### src/rtl/ctrl_pkg.sv
// Shared state and PC-select encodings for the multi-cycle control sequencer,
// plus the bundle of control strobes it drives into the datapath.
package ctrl_pkg;

    localparam logic [2:0] ST_FETCH  = 3'd0;
    localparam logic [2:0] ST_DECODE = 3'd1;
    localparam logic [2:0] ST_EXEC   = 3'd2;
    localparam logic [2:0] ST_MEM    = 3'd3;
    localparam logic [2:0] ST_WB     = 3'd4;
    localparam logic [2:0] ST_TRAP   = 3'd5;

    localparam logic [1:0] PC_SEQ = 2'b00;
    localparam logic [1:0] PC_BR  = 2'b01;
    localparam logic [1:0] PC_JMP = 2'b10;

    typedef struct packed {
        logic       imem_req;
        logic       dmem_req;
        logic       ir_wr;
        logic       pc_wr;
        logic [1:0] pc_sel;
        logic       reg_wr;
        logic       mem_wr;
        logic       retire;
    } ctrl_out_t;

    // Completing an instruction always pairs the PC update with the retire pulse.
    function automatic ctrl_out_t retire_with(input ctrl_out_t base, input logic [1:0] sel);
        ctrl_out_t o;
        o        = base;
        o.pc_wr  = 1'b1;
        o.pc_sel = sel;
        o.retire = 1'b1;
        return o;
    endfunction

endpackage

### src/rtl/mc_perf_cnt.sv
// Free-running cycle and retired-instruction counters for the sequencer;
// both wrap modulo 2^CNT_W and clear on synchronous reset.
module mc_perf_cnt #(
    parameter int unsigned CNT_W = 32
) (
    input  logic             clk_i,
    input  logic             rst_i,
    input  logic             retire_i,
    output logic [CNT_W-1:0] cyc_cnt_o,
    output logic [CNT_W-1:0] ret_cnt_o
);

    logic [CNT_W-1:0] cyc_q, cyc_d;
    logic [CNT_W-1:0] ret_q, ret_d;

    always_comb begin
        cyc_d = cyc_q + 1'b1;
        ret_d = ret_q;
        if (retire_i) begin
            ret_d = ret_q + 1'b1;
        end
    end

    always_ff @(posedge clk_i) begin
        if (rst_i) begin
            cyc_q <= '0;
            ret_q <= '0;
        end else begin
            cyc_q <= cyc_d;
            ret_q <= ret_d;
        end
    end

    assign cyc_cnt_o = cyc_q;
    assign ret_cnt_o = ret_q;

endmodule

### src/rtl/mc_sequencer.sv
// Multi-cycle FETCH/DECODE/EXEC/MEM/WB sequencer gating all architectural writes.
// Defining MC_SEQ_PERF_EN adds the cyc_cnt/ret_cnt performance counter ports.
module mc_sequencer
    import ctrl_pkg::*;
#(
    parameter int unsigned TIMEOUT = 0,
    parameter int unsigned CNT_W   = 32
) (
    input  logic             clk,
    input  logic             rst,
    input  logic             dec_RegWr,
    input  logic             dec_MemToReg,
    input  logic             dec_MemWr,
    input  logic             dec_Branch,
    input  logic             dec_Jump,
    input  logic             br_taken,
    input  logic             imem_ready,
    input  logic             dmem_ready,
    output logic             imem_req,
    output logic             dmem_req,
    output logic             IRWr,
    output logic             PCWr,
    output logic [1:0]       pc_sel,
    output logic             RegWrEn,
    output logic             MemWrEn,
    output logic             retire,
    output logic             err,
`ifdef MC_SEQ_PERF_EN
    output logic [CNT_W-1:0] cyc_cnt,
    output logic [CNT_W-1:0] ret_cnt,
`endif
    output logic [2:0]       state
);

    // The wait counter only needs to reach TIMEOUT-1; ready on that cycle still wins.
    localparam int unsigned      WaitW    = (TIMEOUT > 1) ? $clog2(TIMEOUT) : 1;
    localparam logic [WaitW-1:0] WaitLast = WaitW'(TIMEOUT - 1);

    logic [2:0]       state_q, state_d;
    logic             err_q, err_d;
    logic [WaitW-1:0] wait_q, wait_d;
    logic             timeout;
    ctrl_out_t        ctl, ctl_out;

    assign timeout = (TIMEOUT != 0) && (wait_q == WaitLast);

    always_comb begin
        state_d = state_q;
        err_d   = err_q;
        ctl     = '0;

        unique case (state_q)
            ST_FETCH: begin
                ctl.imem_req = 1'b1;
                if (imem_ready) begin
                    ctl.ir_wr = 1'b1;
                    state_d   = ST_DECODE;
                end else if (timeout) begin
                    err_d   = 1'b1;
                    state_d = ST_TRAP;
                end
            end
            ST_DECODE: begin
                state_d = ST_EXEC;
            end
            ST_EXEC: begin
                if (dec_Jump && !dec_RegWr) begin
                    ctl     = retire_with(ctl, PC_JMP);
                    state_d = ST_FETCH;
                end else if (dec_Branch) begin
                    ctl     = retire_with(ctl, br_taken ? PC_BR : PC_SEQ);
                    state_d = ST_FETCH;
                end else if (dec_MemToReg || dec_MemWr) begin
                    state_d = ST_MEM;
                end else if (dec_RegWr) begin
                    state_d = ST_WB;
                end else begin
                    ctl     = retire_with(ctl, PC_SEQ);
                    state_d = ST_FETCH;
                end
            end
            ST_MEM: begin
                ctl.dmem_req = 1'b1;
                ctl.mem_wr   = dec_MemWr & dmem_ready;
                if (dmem_ready) begin
                    if (dec_MemToReg) begin
                        state_d = ST_WB;
                    end else begin
                        ctl     = retire_with(ctl, PC_SEQ);
                        state_d = ST_FETCH;
                    end
                end else if (timeout) begin
                    err_d   = 1'b1;
                    state_d = ST_TRAP;
                end
            end
            ST_WB: begin
                ctl.reg_wr = 1'b1;
                ctl        = retire_with(ctl, dec_Jump ? PC_JMP : PC_SEQ);
                state_d    = ST_FETCH;
            end
            ST_TRAP: begin
                state_d = ST_TRAP;
            end
            default: begin
                state_d = ST_FETCH;
            end
        endcase

        // Restarting on every state change clears the count on entry to FETCH and MEM.
        wait_d = (state_d != state_q) ? '0 : wait_q + 1'b1;
    end

    always_ff @(posedge clk) begin
        if (rst) begin
            state_q <= ST_FETCH;
            err_q   <= 1'b0;
            wait_q  <= '0;
        end else begin
            state_q <= state_d;
            err_q   <= err_d;
            wait_q  <= wait_d;
        end
    end

    // Holding reset silences every strobe, including one for an aborted MEM access.
    assign ctl_out  = rst ? '0 : ctl;
    assign imem_req = ctl_out.imem_req;
    assign dmem_req = ctl_out.dmem_req;
    assign IRWr     = ctl_out.ir_wr;
    assign PCWr     = ctl_out.pc_wr;
    assign pc_sel   = ctl_out.pc_sel;
    assign RegWrEn  = ctl_out.reg_wr;
    assign MemWrEn  = ctl_out.mem_wr;
    assign retire   = ctl_out.retire;
    assign err      = err_q & ~rst;
    assign state    = rst ? ST_FETCH : state_q;

`ifdef MC_SEQ_PERF_EN
    mc_perf_cnt #(
        .CNT_W(CNT_W)
    ) u_perf_cnt (
        .clk_i    (clk),
        .rst_i    (rst),
        .retire_i (retire),
        .cyc_cnt_o(cyc_cnt),
        .ret_cnt_o(ret_cnt)
    );
`else
    // CNT_W only sizes the optional counters; nothing to build without them.
    if (CNT_W == 0) begin : g_no_perf
    end
`endif

endmodule

### config.mk
export PLATFORM = sky130hd
export DESIGN_NAME = mc_sequencer
export DESIGN_NICKNAME = d
export VERILOG_FILES = /design/src/rtl/ctrl_pkg.sv /design/src/rtl/mc_perf_cnt.sv /design/src/rtl/mc_sequencer.sv
export SDC_FILE = /design/constraint.sdc
export NUM_CORES = 1
export LEC_CHECK = 0
export BUFFER_PORTS_ARGS = -buffer_cell sky130_fd_sc_hd__buf_2
export CORE_AREA = 2 2 39 41
export CTS_BUF_LIST = sky130_fd_sc_hd__clkbuf_8 sky130_fd_sc_hd__clkbuf_16
export CTS_CLUSTER_DIAMETER = 150
export CTS_CLUSTER_SIZE = 16
export DETAILED_ROUTE_END_ITERATION = 12
export DIE_AREA = 0 0 41 43
export SLEW_MARGIN = 10
export SYNTH_ARGS = -nofsm -noshare
export SYNTH_HDL_FRONTEND = slang
export SYNTH_SLANG_ARGS = --single-unit
export TNS_END_PERCENT = 5
### constraint.sdc
create_clock -name clk -period 1.15 [get_ports clk]
set_input_delay 0.0575 -clock clk [delete_from_list [all_inputs] [get_ports clk]]
set_output_delay 0.0575 -clock clk [all_outputs]
set_load 0.05 [all_outputs]
* Word level (Yosys, flattened, before mapping)
Index checks and enable logic that the tools add are counted.
Storage, ports and cells: logic and storage cells 37, register bits after elaboration 3, output and inout bits 13
Operators by class: equality and inequality tests 7, bitwise gates (word level) 1, muxes and demuxes 23, reduce and logical (&&, ||, !) cells 5
Operators with widths (number):
- $mux W6 | 6
- $mux W3 | 8
- $pmux W6 S3 | 1
- $pmux W3 S5 | 1
- $mux W9 | 1
- $eq A3 B2 Y1 const B | 2
- $eq A3 B3 Y1 const B | 2
- $pmux W1 S3 | 2
- $ne A2 B2 Y1 const B | 2
- $eq A3 B1 Y1 const B | 1
- $logic_not A3 Y1 | 1
- $mux W1 | 2
- $mux W2 | 1
- $pmux W1 S2 | 1
- $reduce_and A2 Y1 | 1
- $and A1 B1 Y1 | 1
- $logic_and A1 B1 Y1 | 1
- $logic_not A1 Y1 | 1
- $logic_or A1 B1 Y1 | 1

* Depth between registers and ports, before layout
Gate-level depths: netlist of the first run.
depth after elaboration 6, depth in mapped cells 5, depth with buffers taken out 3

* Worst setup path after synthesis of the first run
No wires, ideal clock.
path type register -> output, from register state_q[0], to output port IRWr, cell stages (with the launch flop) 4, setup slack -1.538 ns, arrival 2.631 ns, buffers on the path 1, data required time 1.092 ns, cells stage by stage dfxtp_1 > buf_2 > nor4_1 > and2_1
Between the ends: cells in the longest elaborated chain, start to end 3, elaborated cells between the ends (all ways) 5, those cells by class 2 x eq/ne; 2 x mux; 1 x reduce/logical
Ends and longest elaborated chain:
- start, declared | RTL line mc_sequencer.sv:39 | logic [2:0] state_q, state_d;
- start signal, assigned | RTL line mc_sequencer.sv:120 | state_q <= state_d;
- $eq A3 B2 Y1 or $logic_not A3 Y1 (tied branches) | RTL line mc_sequencer.sv:52 | unique case (state_q)
- $pmux W1 S3 (*) | RTL line mc_sequencer.sv:52
- $mux W9 (*) | RTL line mc_sequencer.sv:127 | assign ctl_out = rst ? '0 : ctl;
- end, declared | RTL line mc_sequencer.sv:21 | output logic IRWr,
Mark *: on every way between the ends. The rest lies on a longest branch, timed or not.

* Final worst setup path of the first run
from register state_q[2], to output port IRWr
Same word-level chain as after synthesis.

==> impl_metrics.toml, run 1 <==
[final_layout]
final_layout_size_suffix_gt1_share_pct = 66.67
regMostFlops = "state_q"
design_area_um2 = 730.7
largest_reg_flops = 3
diodes = 0
reg_top3 = "state_q: 3 flops"
layout_commonest_cell = "buf_4"
fin_cells = 94
fill_cells = 134
nets = 89
syn_to_final_growth_pct = 107.1
mostFrequentLayoutCells = "buf_4, buf_2, buf_6"

[clock_tree]
cts_tree = "built"
cts-root-buf = "clkbuf_8"
cts.sinks = 3
clockBufferDepth = 2
postCtsHoldBufs = 0
post_cts_buffers = 0
path_clk_slew_ps = 30
htreeDepth = 1
cts_made_buffers = 3
clkLatencyLatePin_ps = 210

[worst_setup_path]
path_class = "reg2out"
crit_fanout = 5
required_ps = 1090
worstSetupStartpointType = "flip-flop"
critPathCaptureType = "output port"
reg2regPathDepth = 3
cp.arrival_ps = 1240

[synthesis]
synth_async_sr_flop_share_pct = 0
yosysSeqAreaShare_pct = 17.02
synth_nets = 57
synth_area_per_cell_um2 = 7.507
synthCells = 47
synth_compound_area_share_pct = 28.37
synth-xor-area-share_pct = 2.482
synth-seq-cells = 3
synth_fa_ha_area_share_pct = 0
synth-simple-area-share_pct = 39.01
synth-main-ff-cell = "dfxtp_1"
syn_area_um2 = 352.8
synth-edff-count = 0
muxShareOfSynthArea_pct = 0
synth_top_family_by_area = "simple AND/OR/NAND/NOR gates"
yosys_warnings = 0
yosysUniqueCellTypes = 31

[timing]
fin_crit_sh_pct = 112.9
final-max-slew-violation-count = 0
fmaxAchievable_mhz = 770.1
rsz0062_at_grt = "yes"
fin_skew_ps = 1.363
fin_crit_ps = 1298
worst_slack_ps = -148.5
hold_viol = 0
setup_tns_ps = -620.8
finalSetupViolCount = 8

[global_route]
use_met1_pct = 16.29
grt_max_degree = 11
grt_pass1_wl_um = 1614
grt_overflow_total = 0
grt_util_all_layers_pct = 13.33
grt-busiest-layer = "met2"
grtUsageMet2_pct = 21.88
antenna_found_initial = 0
grt_pass1_vias = 401
use_met3_pct = 4.712

[run]
cap_violations = 0

[route]
final_antenna_net_count = 0
vias_per_cell = 4.755
num_vias = 447
wl_per_cell_um = 10.98
totalWireLength_um = 1032
drtPass1Iterations = 2
drc = 0
first_iter_violations = 7

[floorplanning]
die_area_um2 = 1763
die_h_um = 43
io-pin-count = 23
initial_core_util_pct = 25.50
rows = 14
die_w_um = 41
coreArea_um2 = 1384

[power]
p_leak_nw = 0.3498
vdd_drop_max_mv = 0.5081
p_per_area_nw_per_um2 = 1017
p_total_mw = 0.7434

[min_path]
whs_path_depth = 2
hold_path.class = "in2reg"

[placed_design]
post_dp_cell_area_um2 = 583.1
place_congestion = 0.7811
dp_hpwl_um = 800.9
io_buffers = 21
dp_cells = 90

[run_status]
failed_checks = "negative setup slack"
status = "finished with violations"
[cell families after synthesis]
logic type / after synthesis
compound gates: 12
xor+xnor: 1
buf+inv: 7
flops: 3
other cells: 1
simple gates: 23
[cells in the mapped netlist (2+ instances only)]
library cell,n,share of area [%]
nor3_1,3,4.3
inv_1,3,3.2
o21ai_0,3,4.3
and3_1,2,3.5
nor2_1,4,4.3
buf_4,2,4.3
dfxtp_1,3,17
nand2b_1,3,5.3
nand2_1,2,2.1
[metal layers]
| layer | vias up | routed length (um) | share of wire [%] |
|---|---|---|---|
| li1 | 228 | - | - |
| met1 | 203 | 451 | 44 |
| met2 | 16 | 529 | 51 |
| met3 | 0 | 51 | 4.9 |
| met4 | 0 | 0 | 0 |
| met5 | - | 0 | 0 |
[metrics by stage]
stage / util [%] / setup slack [ps] / hold WS [ps]
6_report: 52.80 / -148.5 / 186.4
5_1_grt: 52.80 / -205.6 / 211.6
4_1_cts: 49.91 / -158.0 / 182.2
3_5_place_dp: 42.13 / -139.7 / 404.5
3_3_place_gp: 42.13 / -95.37 / 401.3
2_1_floorplan: - / -361.8 / 254.9
[layout make-up]
class	count	area [um2]	area share, %
sequential	3	68.82	9.418
clock inverter	1	3.754	0.5137
clock buffer	3	41.29	5.651
multi-input combinational	37	337.8	46.23
inverter	3	11.26	1.541
tap	16	20.02	2.740
timing repair buffer	31	247.7	33.90
[final timing paths]
check                                              from                       to  slack [ps]
worst max register to register  state_q[0]$_SDFFE_PP0P_  state_q[0]$_SDFFE_PP0P_          40
worst min register to register  state_q[0]$_SDFFE_PP0P_  state_q[0]$_SDFFE_PP0P_         580
worst max-delay path            state_q[2]$_SDFFE_PP0P_                     IRWr        -150
worst min-delay path                                rst  state_q[0]$_SDFFE_PP0P_         190
[critical path, cell delays in order (launching register included)]
cell and delay (ps):
dfxtp_2 320, buf_6 130, nor4_4 260, and2_4 190
buf_8 130
[report_power, final]
group	total (mW)	internal, mW	switching, mW
clock	0.288	0.226	0.0611
sequential	0.140	0.116	0.0241
combinational	0.316	0.142	0.173
[what timing repair did]
item	in CTS	in global routing
cloned	0	0
gates resized for setup	23	10
pin swaps	2	0
setup endpoints to repair	13	14
Power figures use the tool's default switching activity.
==> inputs of run 2 (changes only) <==
==> constraint.sdc (replaced) <==
create_clock -name clk -period 1.1 [get_ports clk]
set_input_delay 0.055 -clock clk [delete_from_list [all_inputs] [get_ports clk]]
set_output_delay 0.055 -clock clk [all_outputs]
set_load 0.1 [all_outputs]
==> impl_metrics.toml, run 2 (same netlist as run 1, synthesis figures left out) <==
[run_status]
status = "finished with violations"
failed_checks = "negative setup slack"

[global_route]
grtUsageMet2_pct = 28.13
grt-busiest-layer = "met2"
use_met3_pct = 5.759
grt_max_degree = 9
grt_overflow_total = 0
grt_pass1_wl_um = 2118
use_met1_pct = 20.26
grt_util_all_layers_pct = 18.78
grt_pass1_vias = 513
antenna_found_initial = 0

[power]
p_leak_nw = 0.4067
p_per_area_nw_per_um2 = 1090
p_total_mw = 0.9885
vdd_drop_max_mv = 0.5793

[floorplanning]
io-pin-count = 23
initial_core_util_pct = 25.50
die_w_um = 41
die_area_um2 = 1763
coreArea_um2 = 1384
die_h_um = 43
rows = 14

[final_layout]
layout_commonest_cell = "buf_12"
largest_reg_flops = 3
syn_to_final_growth_pct = 157.1
reg_top3 = "state_q: 3 flops"
regMostFlops = "state_q"
utilization_pct = 65.55
fin_cells = 98
design_area_um2 = 907.1
fill_cells = 94
final_layout_size_suffix_gt1_share_pct = 71.95
mostFrequentLayoutCells = "buf_12, buf_4, buf_2"
nets = 93
diodes = 0

[clock_tree]
clkLatencyLatePin_ps = 230
htreeDepth = 1
cts_made_buffers = 3
cts.sinks = 3
clockBufferDepth = 2
cts-root-buf = "clkbuf_8"
postCtsHoldBufs = 0
cts_tree = "built"
path_clk_slew_ps = 40

[route]
num_vias = 491
final_antenna_net_count = 0
drc = 0
wl_per_cell_um = 13.43
totalWireLength_um = 1316
first_iter_violations = 6
drtPass1Iterations = 4
vias_per_cell = 5.010

[worst_setup_path]
crit_fanout = 6
critPathMaxStageDelay_ps = 330
critPathBufInv = 2
worstSetupStartpointType = "flip-flop"
reg2reg_slack_ps = -120
cp.arrival_ps = 1300
path_class = "reg2out"
path_cells = "buf_6 > nor4_4 > and2_4 > buf_12"
critPathCaptureType = "output port"
cp_top_family = "simple AND/OR/NAND/NOR gates"
required_ps = 1040
critPathSlowestCell = "dfxtp_2"

[timing]
finalSetupViolCount = 12
final-max-slew-violation-count = 0
rsz0062_at_grt = "yes"
worst_slack_ps = -253.5
fin_crit_sh_pct = 123.0
fmaxAchievable_mhz = 738.8
hold_viol = 0
fin_skew_ps = 4.862
fin_crit_ps = 1353

[run]
cap_violations = 0

[placed_design]
io_buffers = 21
place_congestion = 0.8276
dp_hpwl_um = 871.1
dp_cells = 93
post_dp_cell_area_um2 = 785.8

[min_path]
hold_path.class = "in2reg"
==> run 2: path summary, 6_finish.rpt <==
kind	start	end	depth (start not counted)
setup / recovery	state_q[2]$_SDFFE_PP0P_	IRWr	4
hold / removal	dec_Branch	state_q[2]$_SDFFE_PP0P_	3
setup reg to reg	state_q[0]$_SDFFE_PP0P_	state_q[2]$_SDFFE_PP0P_	4
hold reg to reg	state_q[2]$_SDFFE_PP0P_	state_q[1]$_SDFFE_PP0P_	2
==> run 2: report_power, final <==
part           switching [mW]  leakage, nW  internal (mW)
registers              0.0216       0.0264          0.121
clock network          0.0969       0.0269          0.240
logic                   0.297        0.353          0.212
==> run 2: per-stage QoR <==
stage	TNS [ps]	hold WS (ps)	setup WS, ps
floorplan	-6114	252.4	-960.4
detailed placement	-864.0	409.6	-155.5
global placement	-557.9	410.0	-126.0
finish	-1990	193.3	-253.5
CTS	-1948	172.6	-261.7
global route	-2610	198.0	-322.5
==> run 2: routing by layer <==
metal	wire (um)	part of all wire (%)
met1	508	39
met2	703	53
met3	63	4.8
met4	41	3.1
met5	0	0
==> run 2: tightest hold or removal path, stage by stage <==
cell and delay, ps:
buf_2 120, o41ai_4 80, o2bb2ai_1 120
==> run 2: layout make-up <==
class / count / area [um2] / area share [%]
inverters: 3 / 13.76 / 1.517
well taps: 16 / 20.02 / 2.207
clock buffers: 3 / 41.29 / 4.552
clock inverters: 1 / 3.754 / 0.4138
repair buffers: 35 / 401.6 / 44.28
flip-flops and latches: 3 / 68.82 / 7.586
multi-input cells: 37 / 357.8 / 39.45
==> run 2: what timing repair did <==
item | in CTS | in global routing
resized for setup | 15 | 5
pin swaps | 4 | 3
setup endpoints to repair | 14 | 13
setup buffers | 0 | 1
